## src/rtl/uart_tx_arbiter.sv

```systemverilog
// uart_tx_arbiter: shares one uart_tx among NUM_REQ byte producers.
// Round-robin arbitration at packet granularity; the owner keeps the
// transmitter until its "last" byte has completed on the line.
// Optional build macro UART_ARB_TIMEOUT_EN adds a done-timeout watchdog
// and the timeout_err_out port.
//
// state     | meaning
// ----------+--------------------------------------------------------
// S_IDLE    | no owner; waiting for a valid requester and tx idle
// S_SEND    | owner granted; waiting for its next byte to be valid
// S_WAIT_DONE | byte handed to uart_tx; waiting for tx_done_in
module uart_tx_arbiter #(
  parameter int NUM_REQ        = 4,
  parameter int DATA_BITS      = 8,
  parameter int TIMEOUT_CYCLES = 4096
) (
  input  logic                           clk_in,
  input  logic                           rst_in,
  input  logic [NUM_REQ-1:0]             req_valid_in,
  input  logic [NUM_REQ*DATA_BITS-1:0]   req_data_in,
  input  logic [NUM_REQ-1:0]             req_last_in,
  output logic [NUM_REQ-1:0]             req_ready_out,
  output logic [NUM_REQ-1:0]             grant_out,
  output logic [DATA_BITS-1:0]           tx_data_out,
  output logic                           tx_start_out,
  input  logic                           tx_busy_in,
  input  logic                           tx_done_in,
  output logic                           arb_busy_out
`ifdef UART_ARB_TIMEOUT_EN
  ,
  output logic                           timeout_err_out
`endif
);

  localparam int IDX_W = (NUM_REQ > 1) ? $clog2(NUM_REQ) : 1;

  typedef enum logic [1:0] {S_IDLE, S_SEND, S_WAIT_DONE} state_t;

  state_t               state_q, state_d;
  logic [IDX_W-1:0]     gidx_q, gidx_d;
  logic [IDX_W-1:0]     rr_ptr_q, rr_ptr_d;
  logic                 last_q, last_d;
  logic [NUM_REQ-1:0]   grant_q, grant_d;
  logic [NUM_REQ-1:0]   ready_q, ready_d;
  logic [DATA_BITS-1:0] tx_data_q, tx_data_d;
  logic                 tx_start_q, tx_start_d;
  logic                 busy_q, busy_d;

  logic                 win_found;
  logic [IDX_W-1:0]     win_idx;
  logic                 sel_valid;
  logic                 sel_last;
  logic [DATA_BITS-1:0] sel_data;
  logic                 tmo_hit;

`ifdef UART_ARB_TIMEOUT_EN
  localparam int CNT_W = (TIMEOUT_CYCLES > 2) ? $clog2(TIMEOUT_CYCLES) : 1;
  logic [CNT_W-1:0]     cnt_q, cnt_d;
  logic                 tmo_q, tmo_d;
`endif

  // Wrap-around add of an offset to a requester index.
  function automatic logic [IDX_W-1:0] wrap_add(input logic [IDX_W-1:0] base, input int off);
    int s;
    s = int'(base) + off;
    if (s >= NUM_REQ) s = s - NUM_REQ;
    return IDX_W'(s);
  endfunction

  // Round-robin winner search and selection of the owner's request lines.
  always_comb begin
    win_found = 1'b0;
    win_idx   = '0;
    for (int k = 1; k <= NUM_REQ; k++) begin
      if (!win_found && req_valid_in[wrap_add(rr_ptr_q, k)]) begin
        win_found = 1'b1;
        win_idx   = wrap_add(rr_ptr_q, k);
      end
    end
    sel_valid = 1'b0;
    sel_last  = 1'b0;
    sel_data  = '0;
    for (int i = 0; i < NUM_REQ; i++) begin
      if (IDX_W'(i) == gidx_q) begin
        sel_valid = req_valid_in[i];
        sel_last  = req_last_in[i];
        sel_data  = req_data_in[i*DATA_BITS +: DATA_BITS];
      end
    end
`ifdef UART_ARB_TIMEOUT_EN
    tmo_hit = (cnt_q == CNT_W'(TIMEOUT_CYCLES - 1));
`else
    tmo_hit = 1'b0;
`endif
  end

  // State register.
  always_ff @(posedge clk_in or posedge rst_in) begin
    if (rst_in) state_q <= S_IDLE;
    else        state_q <= state_d;
  end

  // Next-state logic; done on the expiry cycle wins over the timeout.
  always_comb begin
    state_d = state_q;
    case (state_q)
      S_IDLE:      if (win_found && !tx_busy_in) state_d = S_SEND;
      S_SEND:      if (sel_valid) state_d = S_WAIT_DONE;
      S_WAIT_DONE: begin
        if (tx_done_in)   state_d = last_q ? S_IDLE : S_SEND;
        else if (tmo_hit) state_d = S_IDLE;
      end
      default:     state_d = S_IDLE;
    endcase
  end

  // Output and datapath next values; every output leaves through a flop.
  always_comb begin
    gidx_d     = gidx_q;
    rr_ptr_d   = rr_ptr_q;
    last_d     = last_q;
    grant_d    = grant_q;
    ready_d    = '0;
    tx_data_d  = tx_data_q;
    tx_start_d = 1'b0;
`ifdef UART_ARB_TIMEOUT_EN
    cnt_d      = cnt_q;
    tmo_d      = 1'b0;
`endif
    case (state_q)
      S_IDLE: begin
        grant_d = '0;
        if (win_found && !tx_busy_in) begin
          gidx_d           = win_idx;
          grant_d[win_idx] = 1'b1;
        end
      end
      S_SEND: begin
        if (sel_valid) begin
          tx_data_d       = sel_data;
          tx_start_d      = 1'b1;
          ready_d[gidx_q] = 1'b1;
          last_d          = sel_last;
`ifdef UART_ARB_TIMEOUT_EN
          cnt_d           = '0;
`endif
        end
      end
      S_WAIT_DONE: begin
`ifdef UART_ARB_TIMEOUT_EN
        cnt_d = cnt_q + 1'b1;
`endif
        if (tx_done_in) begin
          if (last_q) begin
            grant_d  = '0;
            rr_ptr_d = gidx_q;
          end
        end else if (tmo_hit) begin
          grant_d  = '0;
          rr_ptr_d = gidx_q;
`ifdef UART_ARB_TIMEOUT_EN
          tmo_d    = 1'b1;
`endif
        end
      end
      default: grant_d = '0;
    endcase
    busy_d = (state_d != S_IDLE);
  end

  // Output and datapath registers.
  always_ff @(posedge clk_in or posedge rst_in) begin
    if (rst_in) begin
      gidx_q     <= '0;
      rr_ptr_q   <= IDX_W'(NUM_REQ - 1);
      last_q     <= 1'b0;
      grant_q    <= '0;
      ready_q    <= '0;
      tx_data_q  <= '0;
      tx_start_q <= 1'b0;
      busy_q     <= 1'b0;
`ifdef UART_ARB_TIMEOUT_EN
      cnt_q      <= '0;
      tmo_q      <= 1'b0;
`endif
    end else begin
      gidx_q     <= gidx_d;
      rr_ptr_q   <= rr_ptr_d;
      last_q     <= last_d;
      grant_q    <= grant_d;
      ready_q    <= ready_d;
      tx_data_q  <= tx_data_d;
      tx_start_q <= tx_start_d;
      busy_q     <= busy_d;
`ifdef UART_ARB_TIMEOUT_EN
      cnt_q      <= cnt_d;
      tmo_q      <= tmo_d;
`endif
    end
  end

  assign grant_out     = grant_q;
  assign req_ready_out = ready_q;
  assign tx_data_out   = tx_data_q;
  assign tx_start_out  = tx_start_q;
  assign arb_busy_out  = busy_q;
`ifdef UART_ARB_TIMEOUT_EN
  assign timeout_err_out = tmo_q;
`endif

endmodule

```

## config.mk

```make
export PLATFORM = sky130hd
export DESIGN_NAME = uart_tx_arbiter
export DESIGN_NICKNAME = d
export VERILOG_FILES = /design/src/rtl/uart_tx_arbiter.sv
export SDC_FILE = /design/constraint.sdc
export NUM_CORES = 1
export LEC_CHECK = 0
export BUFFER_PORTS_ARGS = -buffer_cell sky130_fd_sc_hd__buf_4
export CORE_ASPECT_RATIO = 0.5
export CORE_MARGIN = 2
export CORE_UTILIZATION = 42
export DETAILED_ROUTE_END_ITERATION = 12
export GPL_TIMING_DRIVEN = 0
export PLACE_DENSITY_LB_ADDON = 0.08
export SYNTH_ARGS = -nofsm -noshare
export SYNTH_HDL_FRONTEND = slang
export SYNTH_SLANG_ARGS = --single-unit
```

## constraint.sdc

```tcl
create_clock -name clk_in -period 1.7 [get_ports clk_in]
set_input_delay 0.085 -clock clk_in [delete_from_list [all_inputs] [get_ports clk_in]]
set_output_delay 0.085 -clock clk_in [all_outputs]
set_load 0.01 [all_outputs]
```

# Yosys cells after proc, flatten, opt, wreduce, memory -nomap -nowiden
# Cells that the tools add are included.
[totals]
wordCells = 103
inputBits = 44
out_inout_bits = 18
register_bits = 25
[op_classes]
mux = 49
bitwise_logic = 1
eq_ne = 7
reduce_logical = 17
addsub = 8
magnitude_cmp = 12
[ops]
columns = ["cell", "n"]
rows = [
  ["$mux W8", 4],
  ["$mux W2", 11],
  ["$mux W1", 21],
  ["$mux W4", 5],
  ["$lt A2 B3 Y1 const B", 6],
  ["$pmux W4 S3", 1],
  ["$ge A3 B3 Y1 const B", 3],
  ["$bmux W1 S2", 4],
  ["$sub A2 B1 Y2 const B", 4],
  ["$add A2 B2 Y3 const B", 2],
  ["$logic_and A1 B1 Y1", 6],
  ["$pmux W2 S3", 1],
  ["$reduce_and A3 Y1", 2],
  ["$add A2 B3 Y4 const B", 1],
  ["$demux W1 S2", 2],
  ["$eq A2 B2 Y1 const A", 2],
  ["$ge A2 B1 Y1 const B", 2],
  ["$ge A4 B3 Y1 const B", 1],
  ["$logic_not A1 Y1", 4],
  ["$logic_not A2 Y1", 2],
  ["$ne A2 B2 Y1 const B", 2],
  ["$reduce_and A2 Y1", 2],
  ["$add A2 B1 Y3 const B", 1],
  ["$eq A1 B2 Y1 const A", 1],
  ["4 further kinds", 4],
]

# Depth between registers and ports, before layout
[depth]
depth_word = 21
mapped_depth = 5
depth_no_buf = 4

# Worst setup path after synthesis
# OpenSTA, ideal clock, no wires.
[synth_timing]
path_type = "flip-flop to flip-flop"
from = "register gidx_q[0]"
to = "register last_q"
t_required_ns = 1.575
setup_ns = 0.125
slack_ns = 0.090
path_buffers = 2
arrival_ns = 1.485
path_stages_with_launch = 6
synth_period_minus_slack_ns = 1.610
cell_sequence = "dfrtp_1 -> buf_6 -> mux4_2 -> nand2_2 -> buf_12 -> mux2_4"
[synth_between]
elab_chain_len = 6
word_cells_on_any_way = 13
classes_between = "eq/ne: 3; mux: 8; reduce/logical: 2"
[synth_rtl]
columns = ["item", "line", "rtl"]
rows = [
  ["from (decl)", "40", "logic [IDX_W-1:0] gidx_q, gidx_d;"],
  ["from (signal assigned)", "187", "gidx_q <= gidx_d;"],
  ["$logic_not A2 Y1", "84", "if (IDX_W'(i) == gidx_q) begin"],
  ["$mux W1 (4 in a row)", "84", ""],
  ["$reduce_and A2 Y1 (no line)", "--", ""],
  ["to (signal assigned)", "189", "last_q <= last_d;"],
  ["to (decl)", "42", "logic last_q, last_d;"],
]
# Several ways; a longest one is shown, not always the timed one.
# A chain may end at the register's enable or synchronous reset.

# Worst setup path after layout
[layout_timing]
from = "register gidx_q[0]"
to = "register tx_data_q[5], in the netlist tx_data_out[5]"
[layout_between]
elab_chain_len = 6
word_cells_on_any_way = 13
classes_between = "eq/ne: 3; mux: 8; reduce/logical: 2"
[layout_rtl]
columns = ["item", "line", "rtl"]
rows = [
  ["$logic_not A2 Y1", "84", ""],
  ["$mux W1 (4 in a row)", "84", ""],
  ["$reduce_and A2 Y1 (no line)", "--", ""],
  ["to (signal assigned)", "192", "tx_data_q <= tx_data_d;"],
  ["to (decl)", "45", "logic [DATA_BITS-1:0] tx_data_q, tx_data_d;"],
]
# Several ways; a longest one is shown, not always the timed one.

==> summary.txt <==
Finish
  • Fill cells: 254
  • Number of diodes: 0
  • Design area: 0.00195 sq mm
  • Share of post-route cells with drive strength above 1: between 50% and 60%
  • Fin nets: 212
  • Layout area overhead: 43.3%

Floorplanning
  • Die X: 84.5 um
  • IO Pins: 62
  • Core footprint: 0.00305 sq mm
  • Die area: 0.00374 sq mm
  • FP Rows: 14
  • Die span in y: around 44 um
  • Initial Util: between 40 and 50%

STA
  • Worst-Margin Slew: roughly 0.96 ns
  • RSZ-0062 raised after global routing: false
  • Final Slew Violations: 0
  • Max_slew headroom: a little over a third
  • Endpoints failing setup: 0
  • Period minus WS final: 1.65 ns
  • Maximum clock frequency: a little over 600 MHz
  • Final worst slack: 0.0548 ns
  • Hold slack: around 0.021 ns
  • Final Hold Vio Count: 0
  • Fin crit share: roughly 97%
  • Setup TNS: 0 ns
  • Worst Skew: 0.00217 ns

Detailed routing
  • Number of detailed-route iterations in the first pass: 4
  • DR DRC count: 0
  • Routed vias: 1075
  • Routed length per placed instance: 15.4 um
  • Vias per inst: 5.19
  • DR iter-0 viols: 22
  • Total routed wirelength: around 3.2 mm
  • Routed Antenna Nets: 0

Synthesis
  • Syn Area/Cell: 13.8 sq um
  • Synth top area share: between 40% and 50%
  • Syn_nets: 143
  • Synth top area cells: dfrtp_1, mux4_1, mux2_4
  • #FFs+latches synth: 25
  • Netlist cell types: 32
  • Count leader, synth: dfrtp_1
  • Post-synth EDFFs: 0
  • Synth top cells by count: dfrtp_1, mux2_4, nand2_1, o21ai_0, nand2b_1
  • Cell area after synthesis: 0.00136 sq mm
  • Post-synth top area cell: dfrtp_1
  • Post-synthesis sequential area ratio: 46.1%
  • Ys Warns: 0
  • Post-synth ARST share: 100%
  • Synth Flop Type: dfrtp_1
  • Cells after Synth: 99

Setup path
  • Worst Path Arrival: about 1.8 ns
  • Worst Path Max Fanout: 10
  • Worst EP required: ~1.9 ns
  • Crit path kind: flip-flop to flip-flop
  • Worst setup EP type: flip-flop
  • R2r startpoint: gidx_q[0]
  • Type of origin of the critical path: flip-flop
  • Crit. Startpoint: gidx_q[0]

Clocking
  • Clock Path Buffers: 2
  • Clock latency on the worst-skew pair: 0.27 ns
  • TritonCTS buffer count: 3
  • H-tree depth: 1
  • Clk sinks: 25
  • Clock Tree Root: clkbuf_8
  • TritonCTS clock tree: done
  • Clock Pin Slew Worst Setup and Hold Paths: 0.09 ns

Power
  • Clock power share: a little under an eighth
  • Psw: 0.00100 W
  • Pwr dens: 1520 mW/mm^2
  • Leakage power: ~0.96 nW
  • Internal power: between 0.0015 and 0.002 W
  • Pwr Total: a little under 0.003 W
  • Gate power share: 53.5%
  • Maximum VDD drop: around 0.91 mV
  • Sequential share of power: 34.6%
  • Sw Share: roughly a third

Global routing
  • Largest net degree at the start of global routing: 26
  • First-pass GRT wire length: between 5 and 6 mm
  • GRT Overall Usage: 17.8%
  • Initial antenna violation count: 0
  • Grt ovf: 0
  • Vias in the first global route: 1074

Job
  • Max Cap Viol: 0

Placed design
  • PortBufs: 61
  • Final Wtd Congestion: 0.765
  • Detailed placement HPWL: about 2.5 mm
  • Placed cell area: 0.00187 sq mm
  • Pre-CTS setup slack: -0.0478 ns

Outcome
  • Status: finished clean

Min path
  • Hold_sp: tx_done_in
  • Min-delay worst type: input pin to flip-flop
[path summary, 6_finish.rpt]
path | end | slack (ns) | cells past startpoint
min in group asynchronous | tx_data_out[7] | 0.03 | 2
max reg2reg | tx_data_out[5] | 0.05 | 5
min reg2reg | grant_out[1] | 0.50 | 2
max in group asynchronous | grant_out[1] | 1.08 | 2
min | state_q[1] | 0.02 | 2
max | tx_data_out[5] | 0.05 | 5
[cell type report]
type	instances	area (sq um)	area share, %
tap	40	50.0	2.57
inverter	5	18.8	0.962
multi-input combinational	65	683	35.0
timing repair buffer	64	480	24.6
sequential	25	628	32.2
buffer	4	43.8	2.25
clock inverter	1	5.00	0.257
clock buffer	3	41.3	2.12
[sequential cells by signal, summed over array words and instances, names as in the netlist]
| register | cells |
|---|---|
| tx_data_out | 8 |
| grant_out | 4 |
| req_ready_out | 4 |
| gidx_q | 2 |
| rr_ptr_q | 2 |
| state_q | 2 |
| arb_busy_out | 1 |
| last_q | 1 |
| tx_start_out | 1 |
[through the flow]
| stage | instances | util, % |
|---|---|---|
| after global routing | 207 | 64.0 |
| final | 207 | 64.0 |
| after global placement | 200 | 61.3 |
| after detailed placement | 200 | 61.3 |
| after CTS | 205 | 63.3 |
| after floorplan | 99 | - |
[layout by cell type, fill, tap and decap left out, types with 2 or more instances in the layout]
cell type,n
buf_4,65
nor3_1,2
clkbuf_8,3
nand2_1,8
a32o_1,2
mux2_2,2
dfrtp_1,23
mux4_2,5
inv_1,5
mux2_4,8
o21ai_0,7
nor3b_1,2
nand2b_1,6
dfstp_2,2
nor2_1,4
mux4_1,5
[routing by layer]
metal	up-vias	track usage (%)	share of wire (%)
met5	-	0	0
met4	0	2.86	0
met3	0	5.60	6.3
met2	30	31.2	49
met1	536	22.9	45
li1	509	-	-
[timing repair]
item,4_1_cts,5_1_grt
pin swaps,0,2
hold buffers,0,0
setup endpoints to repair,10,9
gates resized for setup,2,1
buffers inserted,1,2
[cells by family (layout without fill, tap and decap cells)]
family                 Yosys count  after routing  share of synthesized area, %
buffers and inverters            9             77                          4.50
DFF                             25             25                          46.1
muxes                           20             20                          28.4
and+or+nand+nor                 29             29                          11.6
AOI/OAI and AO/OA               16             16                          9.38
[power by group through the flow]
stage | Clock, W | Combinational, W | Sequential, W
2_1_floorplan | 0 | 0.000947 | 0.00108
3_3_place_gp | 0 | 0.00150 | 0.00103
3_5_place_dp | 0 | 0.00154 | 0.00103
4_1_cts | 0.000366 | 0.00156 | 0.00103
5_1_grt | 0.000389 | 0.00171 | 0.00106
6_report | 0.000355 | 0.00159 | 0.00103
[critical path, stage by stage, from the launching register on]
cell,delay (ns)
dfrtp_1,0.35
buf_6,0.12
mux4_2,0.54
nand2_4,0.10
buf_12,0.14
mux2_4,0.30
(Power assumes the default switching activity.)
